===== src/rtl/led_pattern_engine.sv =====
`timescale 1ns/1ps
// led_pattern_engine: computes a hue for each LED, fetches the matching RGB word
// from an external hue-to-RGB converter and writes it into the LED frame RAM.
// It then hands the frame to the serial driver through a level handshake, waits
// a programmable gap and advances the base hue. Supports solid, rainbow, chase
// and blank patterns.
module led_pattern_engine #(
    parameter int LED_NUM   = 16,
    parameter int ADDR_BIT  = $clog2(LED_NUM),
    parameter int COLOR_W   = 24,
    parameter int COLOR_LAT = 2
) (
    input  logic                CLK,
    input  logic                RST_N,
    input  logic                enable,
    input  logic [1:0]          mode,
    input  logic [8:0]          hue_step,
    input  logic [8:0]          hue_spread,
    input  logic [31:0]         frame_delay,
    output logic [9:0]          Hue,
    input  logic [COLOR_W-1:0]  COLOR,
    output logic                ram_wrclock,
    output logic [ADDR_BIT-1:0] ram_wraddress,
    output logic [COLOR_W-1:0]  ram_data,
    output logic                update_request,
    input  logic                update_done,
    output logic                busy,
    output logic [15:0]         frame_cnt
);

    typedef enum logic [1:0] {
        MODE_SOLID   = 2'd0,
        MODE_RAINBOW = 2'd1,
        MODE_CHASE   = 2'd2,
        MODE_BLANK   = 2'd3
    } mode_e;

    typedef enum logic [3:0] {
        IDLE,
        SETHUE,
        WAIT_COLOR,
        LATCH,
        WR_HI,
        WR_LO,
        REQ,
        WAIT_DONE,
        DELAY
    } state_e;

    // Latency counter holds 0..COLOR_LAT-1; keep at least one bit.
    localparam int LAT_W = (COLOR_LAT > 1) ? $clog2(COLOR_LAT) : 1;

    // Hue inputs above 359 are treated as 359.
    function automatic logic [8:0] clamp_hue(input logic [8:0] v);
        return (v >= 9'd360) ? 9'd359 : v;
    endfunction

    // (a + b) mod 360 for a <= 359, b <= 359: one add, one conditional subtract.
    function automatic logic [9:0] hue_add(input logic [9:0] a, input logic [8:0] b);
        logic [9:0] s;
        s = a + {1'b0, b};
        return (s >= 10'd360) ? (s - 10'd360) : s;
    endfunction

    state_e                r_state;
    state_e                w_next_state;

    mode_e                 r_mode;
    logic [8:0]            r_step;
    logic [8:0]            r_spread;
    logic [31:0]           r_delay;

    logic [9:0]            r_base_hue;
    logic [9:0]            r_led_hue;
    logic [ADDR_BIT-1:0]   r_chase_pos;
    logic [LAT_W-1:0]      r_lat_cnt;
    logic [31:0]           r_dly_cnt;

    logic [9:0]            r_hue;
    logic                  r_wrclock;
    logic [ADDR_BIT-1:0]   r_addr;
    logic [COLOR_W-1:0]    r_data;
    logic                  r_req;
    logic                  r_busy;
    logic [15:0]           r_frame_cnt;

    logic                  w_start;
    logic                  w_lat_done;
    logic                  w_last_led;
    logic                  w_dly_done;
    logic                  w_chase_hit;

    assign w_start     = enable && update_done;
    assign w_lat_done  = (r_lat_cnt == LAT_W'(COLOR_LAT - 1));
    assign w_last_led  = (r_addr == ADDR_BIT'(LED_NUM - 1));
    // Delay of 0 or 1 leaves after one DELAY cycle; N > 1 stays N cycles.
    assign w_dly_done  = (({1'b0, r_dly_cnt} + 33'd1) >= {1'b0, r_delay});
    assign w_chase_hit = (r_addr == r_chase_pos);

    // State register.
    always_ff @(posedge CLK or negedge RST_N) begin
        // NOTE: sequential state uses non-blocking assignments so every register
        // samples the pre-edge values, independent of statement order.
        if (!RST_N) r_state <= IDLE;
        else        r_state <= w_next_state;
    end

    // Next-state decode for the frame sequencer.
    always_comb begin
        // NOTE: default first so every path assigns w_next_state and no latch is inferred.
        w_next_state = r_state;
        case (r_state)
            IDLE:       if (w_start) w_next_state = SETHUE;
            SETHUE:     w_next_state = WAIT_COLOR;
            WAIT_COLOR: if (w_lat_done) w_next_state = LATCH;
            LATCH:      w_next_state = WR_HI;
            WR_HI:      w_next_state = WR_LO;
            WR_LO:      w_next_state = w_last_led ? REQ : SETHUE;
            REQ:        if (!update_done) w_next_state = WAIT_DONE;
            WAIT_DONE:  if (update_done) w_next_state = DELAY;
            DELAY:      if (w_dly_done) w_next_state = IDLE;
            default:    w_next_state = IDLE;
        endcase
    end

    // Datapath: frame settings, per-LED hue/address/data, handshake and frame bookkeeping.
    always_ff @(posedge CLK or negedge RST_N) begin
        if (!RST_N) begin
            r_mode      <= MODE_SOLID;
            r_step      <= '0;
            r_spread    <= '0;
            r_delay     <= '0;
            r_base_hue  <= '0;
            r_led_hue   <= '0;
            r_chase_pos <= '0;
            r_lat_cnt   <= '0;
            r_dly_cnt   <= '0;
            r_hue       <= '0;
            r_wrclock   <= 1'b0;
            r_addr      <= '0;
            r_data      <= '0;
            r_req       <= 1'b0;
            r_busy      <= 1'b0;
            r_frame_cnt <= '0;
        end else begin
            // Strobe, request and busy are registered decodes of the upcoming state.
            r_wrclock <= (w_next_state == WR_HI);
            r_req     <= (w_next_state == REQ);
            r_busy    <= (w_next_state != IDLE);

            case (r_state)
                IDLE: begin
                    if (w_start) begin
                        r_mode    <= mode_e'(mode);
                        r_step    <= clamp_hue(hue_step);
                        r_spread  <= clamp_hue(hue_spread);
                        r_delay   <= frame_delay;
                        r_led_hue <= r_base_hue;
                        r_addr    <= '0;
                    end
                end
                SETHUE: begin
                    r_hue     <= r_led_hue;
                    r_lat_cnt <= '0;
                end
                WAIT_COLOR: begin
                    r_lat_cnt <= r_lat_cnt + LAT_W'(1);
                end
                LATCH: begin
                    case (r_mode)
                        MODE_SOLID,
                        MODE_RAINBOW: r_data <= COLOR;
                        MODE_CHASE:   r_data <= w_chase_hit ? COLOR : '0;
                        default:      r_data <= '0;
                    endcase
                end
                WR_LO: begin
                    if (!w_last_led) begin
                        r_addr <= r_addr + ADDR_BIT'(1);
                        if (r_mode == MODE_RAINBOW)
                            r_led_hue <= hue_add(r_led_hue, r_spread);
                    end
                end
                WAIT_DONE: begin
                    r_dly_cnt <= '0;
                end
                DELAY: begin
                    if (w_dly_done) begin
                        r_frame_cnt <= r_frame_cnt + 16'd1;
                        if (r_mode != MODE_BLANK)
                            r_base_hue <= hue_add(r_base_hue, r_step);
                        if (r_mode == MODE_CHASE)
                            r_chase_pos <= (r_chase_pos == ADDR_BIT'(LED_NUM - 1)) ?
                                           '0 : (r_chase_pos + ADDR_BIT'(1));
                    end else begin
                        r_dly_cnt <= r_dly_cnt + 32'd1;
                    end
                end
                default: ;
            endcase
        end
    end

    assign Hue            = r_hue;
    assign ram_wrclock    = r_wrclock;
    assign ram_wraddress  = r_addr;
    assign ram_data       = r_data;
    assign update_request = r_req;
    assign busy           = r_busy;
    assign frame_cnt      = r_frame_cnt;

endmodule


===== config.mk =====
export PLATFORM = sky130hd
export DESIGN_NAME = led_pattern_engine
export DESIGN_NICKNAME = d
export VERILOG_FILES = /design/src/rtl/led_pattern_engine.sv
export SDC_FILE = /design/constraint.sdc
export NUM_CORES = 1
export LEC_CHECK = 0
export CAP_MARGIN = 15
export CORE_ASPECT_RATIO = 1.2
export CORE_MARGIN = 5
export CORE_UTILIZATION = 59
export DETAILED_ROUTE_END_ITERATION = 7
export PLACE_DENSITY = 0.91
export SLEW_MARGIN = 20
export SYNTH_ARGS = -nofsm -noshare
export SYNTH_HDL_FRONTEND = slang
export SYNTH_SLANG_ARGS = --single-unit
export TNS_END_PERCENT = 5

===== constraint.sdc =====
create_clock -name CLK -period 6.5 [get_ports CLK]
set_input_delay 1.95 -clock CLK [delete_from_list [all_inputs] [get_ports CLK]]
set_output_delay 1.95 -clock CLK [all_outputs]
set_load 0.05 [all_outputs]

==> results.env, run 1 <==
POWER_DENSITY_mW_PER_MM2=404.3
WORST_HOLD_PATH_TYPE='flip-flop to flip-flop'
NUMCLOCKSINKS=170
AVGVIACOUNTPERCELL=5.880
SLOWEST_DELAY_NS=0.50
POST_CTS.RESIZED_INSTANCES=0
IO_PINS=137
FIRST_GLOBAL_VIAS=7986
SYNTH_CELL_TYPES=66
DRT.ANTENNA.VIOLATING_NETS=0
POST-LAYOUT-TOTAL-POWER_mW=4.694
VIA_COUNT=7914
DRT_ITER0_DRC=649
FINAL_HOLD_VIOL_COUNT=0
CRITPATHMOSTFREQUENTCELL='sky130_fd_sc_hd__nand3_1'
PART_OF_THE_CYCLE_THE_WORST_PATH_NEEDS=0.7477
FP.DIEW_UM=125.8
CRITICAL_PATH_CELL_BY_CELL='nand3_1 -> nor2_1 -> and4_1 -> nand3_1 -> o21ai_0 -> nand2_1 -> ha_1 -> nand4_1 -> nor4_2 -> nand4_1 -> nand3_1 -> a41oi_1 -> a21o_1 -> a21oi_4 -> mux2_2'
TRITONCTS='done'
CRIT_PATH_END_KIND='flip-flop'
DPL.HPWL_MM=16.32
SETUP_TOTAL_NEGATIVE_SLACK_NS=0
LAST_WEIGHTED_CONGESTION_VALUE_OF_THE_ROUTABILITY_DRIVEN_PLACER=0.8789
WORST_PIN_SLEW_NS=1.126
FINAL_CELL_MIX='170 x sky130_fd_sc_hd__dfrtp_1, 145 x sky130_fd_sc_hd__nand2_1, 135 x sky130_fd_sc_hd__clkdlybuf4s50_1, 72 x sky130_fd_sc_hd__o21ai_0, 63 x sky130_fd_sc_hd__nand3_1'
INSERTION_DELAY_NS=0.44
FILLCELLCOUNT=1032
N_ANTENNA_CELL=0
PLACEMENTROWS=50
TIMING.CRITICAL_PATH.MAX_DELAY_FAMILY='simple AND/OR/NAND/NOR gates'
CTS.HTREE.LEVELS=4
GR-USAGE-ALL-LAYERS=0.2475
CELL_AREA_SYNTH_MM2=0.009488
GRT.OVERFLOW.TOTAL=0
IR_WORST_VDD_uV=186.4
SETUP_VIOLATIONS=0
TIMING.MAX_SLEW.REL_SLACK=0.2472
POSTSYNTHCELLCOUNT=1001
WORSTPATHREQUIRED_NS=6.82
LEAKAGEPOWER_nW=5.517
REMAINING_DRC_ERRORS=0
CRITICAL_PATH.N_BUFFERS_INVERTERS=0
DRT_WL_TOTAL_MM=22.95
FINCLKSKEW_NS=0.01444
DR.PASS1.ITERS=5
DIE_Y_UM=148.9
CTS_MADE_BUFFERS=17
FIN_UTIL=0.7394
CTS_HOLD_BUF=0
YOSYS_REGISTER_BITS=170
CLK_TRANSITION_REPORTED_PATHS_NS=0.07
WORST-ENDPOINT-ARRIVAL_NS=5.18
CRITICAL_PATH.STARTPOINT_TYPE='flip-flop'
POST-CTS-SETUP-BUFFERS=0
INITIAL_UTILIZATION=0.6042
CRITICAL_PATH_TOP_DELAY_CELL='sky130_fd_sc_hd__nor4_2'
OUTCOME='finished clean'
NUMPORTBUFFERS=136
CORE_MM2=0.01570
CTSLONGESTPATHBUFFERS=2
WORST-SETUP-PATH-TYPE='flip-flop to flip-flop'
CRIT_PATH_MAX_FANOUT=20
INITIAL_ANTENNA_VIOLATION_COUNT=0
TIMING.MAX_CAP.VIOLATIONS=0
CLOCKROOTBUFFER='sky130_fd_sc_hd__clkbuf_16'
FINAL_COMMON_CELL='sky130_fd_sc_hd__dfrtp_1'
ROUTED_WIRE_LENGTH_PER_INSTANCE_UM=17.05
RSZ0062_AT_GRT='false'
DOMINANTREGCELLSYNTH='sky130_fd_sc_hd__dfrtp_1'
AREA_OVERHEAD_OF_THE_LAYOUT_RELATIVE_TO_SYNTHESIS_PCT=22.37
SYNTHESIS.NETS=1139
SYNTH.AVG_CELL_AREA_UM2=9.478
LAYOUT_NET_COUNT=1263
FINAL.SETUP.WORST_SLACK_NS=1.640
SYNTH-EDFF-COUNT=0
DP_WORST_SETUP_SLACK_NS=1.845
DRIVE_GT1_FRAC=0.07381
REPORT.FINAL.SLEW_VIOL_COUNT=0
ASYNCSETRESETFLOPFRACSYNTH=1.000
SYNTH-WARNING-COUNT=0
WIRE_LENGTH_OF_THE_FIRST_GLOBAL_ROUTING_PASS_MM=38.05
UPPER_CLOCK_FREQUENCY_LIMIT_GHz=0.2058
YOSYSSEQAREASHARE=0.4484
DIE-AREA_MM2=0.01873
GRT_MAX_DEGREE=82
FINAL_PERIOD_MINUS_WORST_SETUP_SLACK_NS=4.860
-- worst reg2reg max path, stage by stage (launching register included) --
cell                      delay (ns)
sky130_fd_sc_hd__dfrtp_1        0.49
sky130_fd_sc_hd__nand3_1        0.23
sky130_fd_sc_hd__nor2_1         0.32
sky130_fd_sc_hd__and4_1         0.38
sky130_fd_sc_hd__nand3_1        0.17
sky130_fd_sc_hd__o21ai_0        0.28
sky130_fd_sc_hd__nand2_1        0.09
sky130_fd_sc_hd__ha_1           0.33
sky130_fd_sc_hd__nand4_1        0.19
sky130_fd_sc_hd__nor4_2         0.50
sky130_fd_sc_hd__nand4_1        0.16
sky130_fd_sc_hd__nand3_1        0.15
sky130_fd_sc_hd__a41oi_1        0.14
sky130_fd_sc_hd__a21o_1         0.46
sky130_fd_sc_hd__a21oi_4        0.44
sky130_fd_sc_hd__mux2_2         0.40
-- registers in the layout (all words and copies together), names as in the netlist --
name,cells
Hue,10
busy,1
frame_cnt,16
r_base_hue,10
r_chase_pos,4
r_delay,32
r_dly_cnt,32
r_lat_cnt,1
r_led_hue,10
r_mode,2
r_spread,9
r_state,4
r_step,9
ram_data,24
ram_wraddress,4
ram_wrclock,1
update_request,1
-- routing by layer --
layer  GRT usage  wire length (um)  vias up  part of all wire
met5           0                 0        -                 0
met4      0.1153               825        0             0.036
met3     0.04226              1012       63             0.044
met2      0.4425             11900      250              0.52
met1      0.2906              9207     3841              0.40
li1            -                 -     3760                 -
-- cell usage after synthesis, drive strengths merged, types with 2 or more instances --
cell / n / area (um^2)
o211ai: 4 / 30.03
xnor2: 32 / 280.3
nor3b: 2 / 15.01
o2111ai: 3 / 26.28
nor2: 35 / 133.9
nor2b: 4 / 25.02
fa: 2 / 40.04
or4b: 2 / 20.02
o41a: 2 / 22.52
nand3: 63 / 315.3
a211o: 5 / 43.79
and3: 17 / 107.6
a22oi: 2 / 15.01
xor2: 30 / 262.8
nand2: 145 / 544.3
or2: 7 / 43.80
and4: 9 / 81.33
a22o: 26 / 227.7
nand2b: 30 / 187.7
o22ai: 5 / 37.53
a21oi: 42 / 225.2
nor3: 19 / 100.1
a31oi: 10 / 62.56
o21a: 6 / 45.04
a211oi: 3 / 22.52
nand4: 11 / 83.83
mux2: 23 / 259.0
clkbuf: 29 / 110.1
or3: 8 / 51.30
a21o: 13 / 97.59
and2: 7 / 43.79
nor4: 7 / 56.30
o31ai: 3 / 22.52
a31o: 2 / 17.52
dfrtp: 170 / 4254
nand3b: 6 / 45.04
ha: 56 / 700.7
inv: 62 / 232.7
buf: 8 / 58.80
mux2i: 6 / 60.06
o21ai: 74 / 370.4
o211a: 2 / 20.02
-- where the power goes --
group | switching (mW) | leakage, nW | internal [mW]
clock | 0.441 | 0.285 | 0.611
combinational | 1.29 | 3.01 | 0.788
sequential | 0.204 | 2.22 | 1.36
total | 1.93 | 5.52 | 2.76
-- worst paths after layout --
check | startpoint | end | slack (ns) | cells after the start
worst min-delay path | frame_cnt[15]$_DFFE_PN0P_ | frame_cnt[15]$_DFFE_PN0P_ | 0.48 | 1
worst min register to register | frame_cnt[15]$_DFFE_PN0P_ | frame_cnt[15]$_DFFE_PN0P_ | 0.48 | 1
worst max-delay path | r_dly_cnt[2]$_DFFE_PN0P_ | r_base_hue[7]$_DFFE_PN0P_ | 1.64 | 15
worst max register to register | r_dly_cnt[2]$_DFFE_PN0P_ | r_base_hue[7]$_DFFE_PN0P_ | 1.64 | 15
max in group asynchronous | RST_N | r_delay[21]$_DFFE_PN0P_ | 3.80 | 2
min in group asynchronous | RST_N | r_spread[8]$_DFFE_PN0P_ | 1.54 | 1
-- through the flow --
step	instances	hold WS, ns	instance area, um^2
floorplan	1001	0.4453	9488
global placement	1314	0.4556	10990
detailed placement	1314	0.4633	10990
CTS	1346	0.4766	11610
global route	1346	0.4916	11610
finish	1346	0.4752	11610
-- logic make-up after synthesis --
group / synth area share
XOR/XNOR: 0.05723
AND/OR/NAND/NOR: 0.1962
multiplexers: 0.03363
AO/OA/AOI/OAI: 0.1441
buffers and inverters: 0.04233
flip-flops: 0.4484
adder cells (fa/ha/maj): 0.07807
-- final cells by class --
class	count	area, um^2	share of cell area
Clock inverter	15	192.7	0.01660
Sequential cell	170	4254	0.3664
Clock buffer	17	425.4	0.03664
Inverter	62	232.7	0.02005
Timing Repair Buffer	142	1408	0.1212
Multi-Input combinational cell	732	4837	0.4166
Tap cell	208	260.3	0.02242
Note: power is estimated with default switching activity, not from simulation.
==> run 2, diff against run 1 <==
- CORE_UTILIZATION: 59 -> 50
- PLACE_DENSITY: 0.91 -> 0.82
- clock period: 6.5 -> 4.2 ns (I/O delays scaled with it)
==> run 2 against run 1 <==
Cell count rose by 4.4%. Critical path depth is 1 higher. Wire length grew 0.22%. Clock-buffer cell count is 7 higher.
==> results.env, run 2 (same netlist as run 1, synthesis figures left out) <==
CRITPATHMOSTFREQUENTCELL='sky130_fd_sc_hd__and3_1'
AREA_OVERHEAD_OF_THE_LAYOUT_RELATIVE_TO_SYNTHESIS_PCT=24.30
FINCLKSKEW_NS=0.009708  # -0.004735 ns
CLK_TRANSITION_REPORTED_PATHS_NS=0.06  # about the same
CRITICAL_PATH.STARTPOINT_TYPE='flip-flop'
DRT_ITER0_DRC=554  # -15%
GRT.OVERFLOW.TOTAL=0  # unchanged
CRIT_PATH_MAX_FANOUT=17  # -15%
FINAL_HOLD_VIOL_COUNT=0  # unchanged
CRITICAL_PATH_CELL_BY_CELL='and3_1 -> and3_1 -> and4_4 -> and3_1 -> nand2_1 -> or2_2 -> nand2_1 -> ha_1 -> nand4_1 -> nor2_1 -> a211oi_1 -> nand3_1 -> a41oi_1 -> a21o_2 -> buf_6 -> mux2_2'
DRIVE_GT1_FRAC=0.08442  # +0.01061
FINAL_COMMON_CELL='sky130_fd_sc_hd__dfrtp_1'
SLOWEST_DELAY_NS=0.40  # -0.10 ns
UPPER_CLOCK_FREQUENCY_LIMIT_GHz=0.2561  # +24%
CRITICAL_PATH_TOP_DELAY_CELL='sky130_fd_sc_hd__dfrtp_1'
DIE-AREA_MM2=0.02184  # +17%
ROUTED_WIRE_LENGTH_PER_INSTANCE_UM=16.37  # -4.0%
GR-USAGE-ALL-LAYERS=0.2129  # -0.03462
CORE_MM2=0.01879  # +20%
INITIAL_ANTENNA_VIOLATION_COUNT=0  # unchanged
N_ANTENNA_CELL=0  # unchanged
NUMPORTBUFFERS=136  # unchanged
NUMCLOCKSINKS=170  # unchanged
POWER_DENSITY_mW_PER_MM2=610.1  # +51%
DP_WORST_SETUP_SLACK_NS=0.06948  # -1.776 ns
R2R_SLACK_NS=0.29  # -1.34 ns
LAYOUT_NET_COUNT=1274  # +0.87%
DRT.ANTENNA.VIOLATING_NETS=0  # unchanged
SETUP_TOTAL_NEGATIVE_SLACK_NS=0  # unchanged
LEAKAGEPOWER_nW=5.587  # +1.3%
DRT_WL_TOTAL_MM=23.00  # +0.22%
CTS.HTREE.LEVELS=4  # unchanged
CRITICAL_PATH_START='r_dly_cnt[12]$_DFFE_PN0P_'
POST-LAYOUT-TOTAL-POWER_mW=7.195  # +53%
FINAL.SETUP.WORST_SLACK_NS=0.2948  # -1.345 ns
IO_PINS=137  # unchanged
REPORT.FINAL.SLEW_VIOL_COUNT=0  # unchanged
DR.PASS1.ITERS=5  # unchanged
TIMING.MAX_SLEW.REL_SLACK=0.3144  # +0.06716
INITIAL_UTILIZATION=0.5050  # -0.09919
IR_WORST_VDD_uV=353.5  # +90%
CLOCKROOTBUFFER='sky130_fd_sc_hd__clkbuf_16'
DIE_Y_UM=160.9  # +8.0%
AVGVIACOUNTPERCELL=5.554  # -5.5%
WIRE_LENGTH_OF_THE_FIRST_GLOBAL_ROUTING_PASS_MM=37.65  # -1.1%
TIMING.CRITICAL_PATH.MAX_DELAY_FAMILY='simple AND/OR/NAND/NOR gates'
LAST_WEIGHTED_CONGESTION_VALUE_OF_THE_ROUTABILITY_DRIVEN_PLACER=0.8833  # +0.50%
WORST_PIN_SLEW_NS=1.025  # -0.1014 ns
CTS_MADE_BUFFERS=17  # unchanged
DPL.HPWL_MM=16.53  # +1.3%
INSERTION_DELAY_NS=0.43  # about the same
FIRST_GLOBAL_VIAS=7902  # -1.1%
CRIT_PATH_END_KIND='flip-flop'
FINAL_CELL_MIX='170 x sky130_fd_sc_hd__dfrtp_1, 145 x sky130_fd_sc_hd__nand2_1, 135 x sky130_fd_sc_hd__clkdlybuf4s50_1, 71 x sky130_fd_sc_hd__o21ai_0'
WORST_HOLD_PATH_TYPE='flip-flop to flip-flop'
CTS_HOLD_BUF=0  # unchanged
WORSTHOLDSTART='frame_cnt[15]$_DFFE_PN0P_'
CRITICAL_PATH.REG2REG.STARTPOINT='r_dly_cnt[12]$_DFFE_PN0P_'
FINAL_PERIOD_MINUS_WORST_SETUP_SLACK_NS=3.905  # -0.9550 ns
CTSLONGESTPATHBUFFERS=2  # unchanged
SETUP_VIOLATIONS=0  # unchanged
REMAINING_DRC_ERRORS=0  # unchanged
PLACEMENTROWS=55  # +10%
WORST-SETUP-PATH-TYPE='flip-flop to flip-flop'
TRITONCTS='done'
CRITICAL_PATH.N_BUFFERS_INVERTERS=1  # +1
TIMING.MAX_CAP.VIOLATIONS=0  # unchanged
WORST-ENDPOINT-ARRIVAL_NS=4.22  # -0.96 ns
GRT_MAX_DEGREE=78  # -4.9%
OUTCOME='finished clean'
FP.DIEW_UM=135.8  # +7.9%
WORSTPATHREQUIRED_NS=4.52  # -2.30 ns
VIA_COUNT=7803  # -1.4%
PART_OF_THE_CYCLE_THE_WORST_PATH_NEEDS=0.9298  # +0.1821
## run 2: layout make-up
type	count	area [um^2]
Fill cell	1527	6993
Tap cell	256	320.3
Timing Repair Buffer	153	1519
Inverter	62	232.7
Sequential cell	170	4254
Clock inverter	8	118.9
Clock buffer	24	461.7
Multi-Input combinational cell	732	4887
## run 2: repair_timing
item	in CTS	in global routing
setup buffers	0	3
gates resized for setup	0	12
endpoints found under the setup margin	0	36
## run 2: stage by stage
stage	std cells	cell area, um^2	utilization	hold slack [ns]
2_1_floorplan	1001	9488	-	0.4453
3_3_place_gp	1370	11120	0.5921	0.4568
3_5_place_dp	1370	11120	0.5921	0.4617
4_1_cts	1402	11710	0.6230	0.4699
5_1_grt	1405	11790	0.6278	0.4995
6_report	1405	11790	0.6278	0.4651
## run 2: where the power goes
part	total [mW]	switching, mW	leakage (nW)	internal [mW]
clock	1.58	0.631	0.286	0.949
combinational	3.18	1.97	3.08	1.22
sequential	2.43	0.319	2.22	2.11
total	7.20	2.92	5.59	4.28
## run 2: path summary, 6_finish.rpt
path,to,cells past startpoint
worst min-delay path,frame_cnt[15]$_DFFE_PN0P_,1
min in group asynchronous,r_led_hue[9]$_DFFE_PN0P_,1
worst min register to register,frame_cnt[15]$_DFFE_PN0P_,1
worst max register to register,frame_cnt[1]$_DFFE_PN0P_,16
worst max-delay path,frame_cnt[1]$_DFFE_PN0P_,16
max in group asynchronous,r_delay[29]$_DFFE_PN0P_,2
## run 2: metal layers
metal  share of wire  wire [um]  GRT usage
met2            0.53      12190     0.3813
met5               0          0          0
met4           0.037        855    0.09624
met3           0.039        897    0.03540
met1            0.39       9052     0.2473
==> run 3, diff against run 2 <==
- CTS_CLUSTER_DIAMETER: unset -> 40
==> results of run 3 <==
Final layout, timing and power as in run 2 (identical DEF).
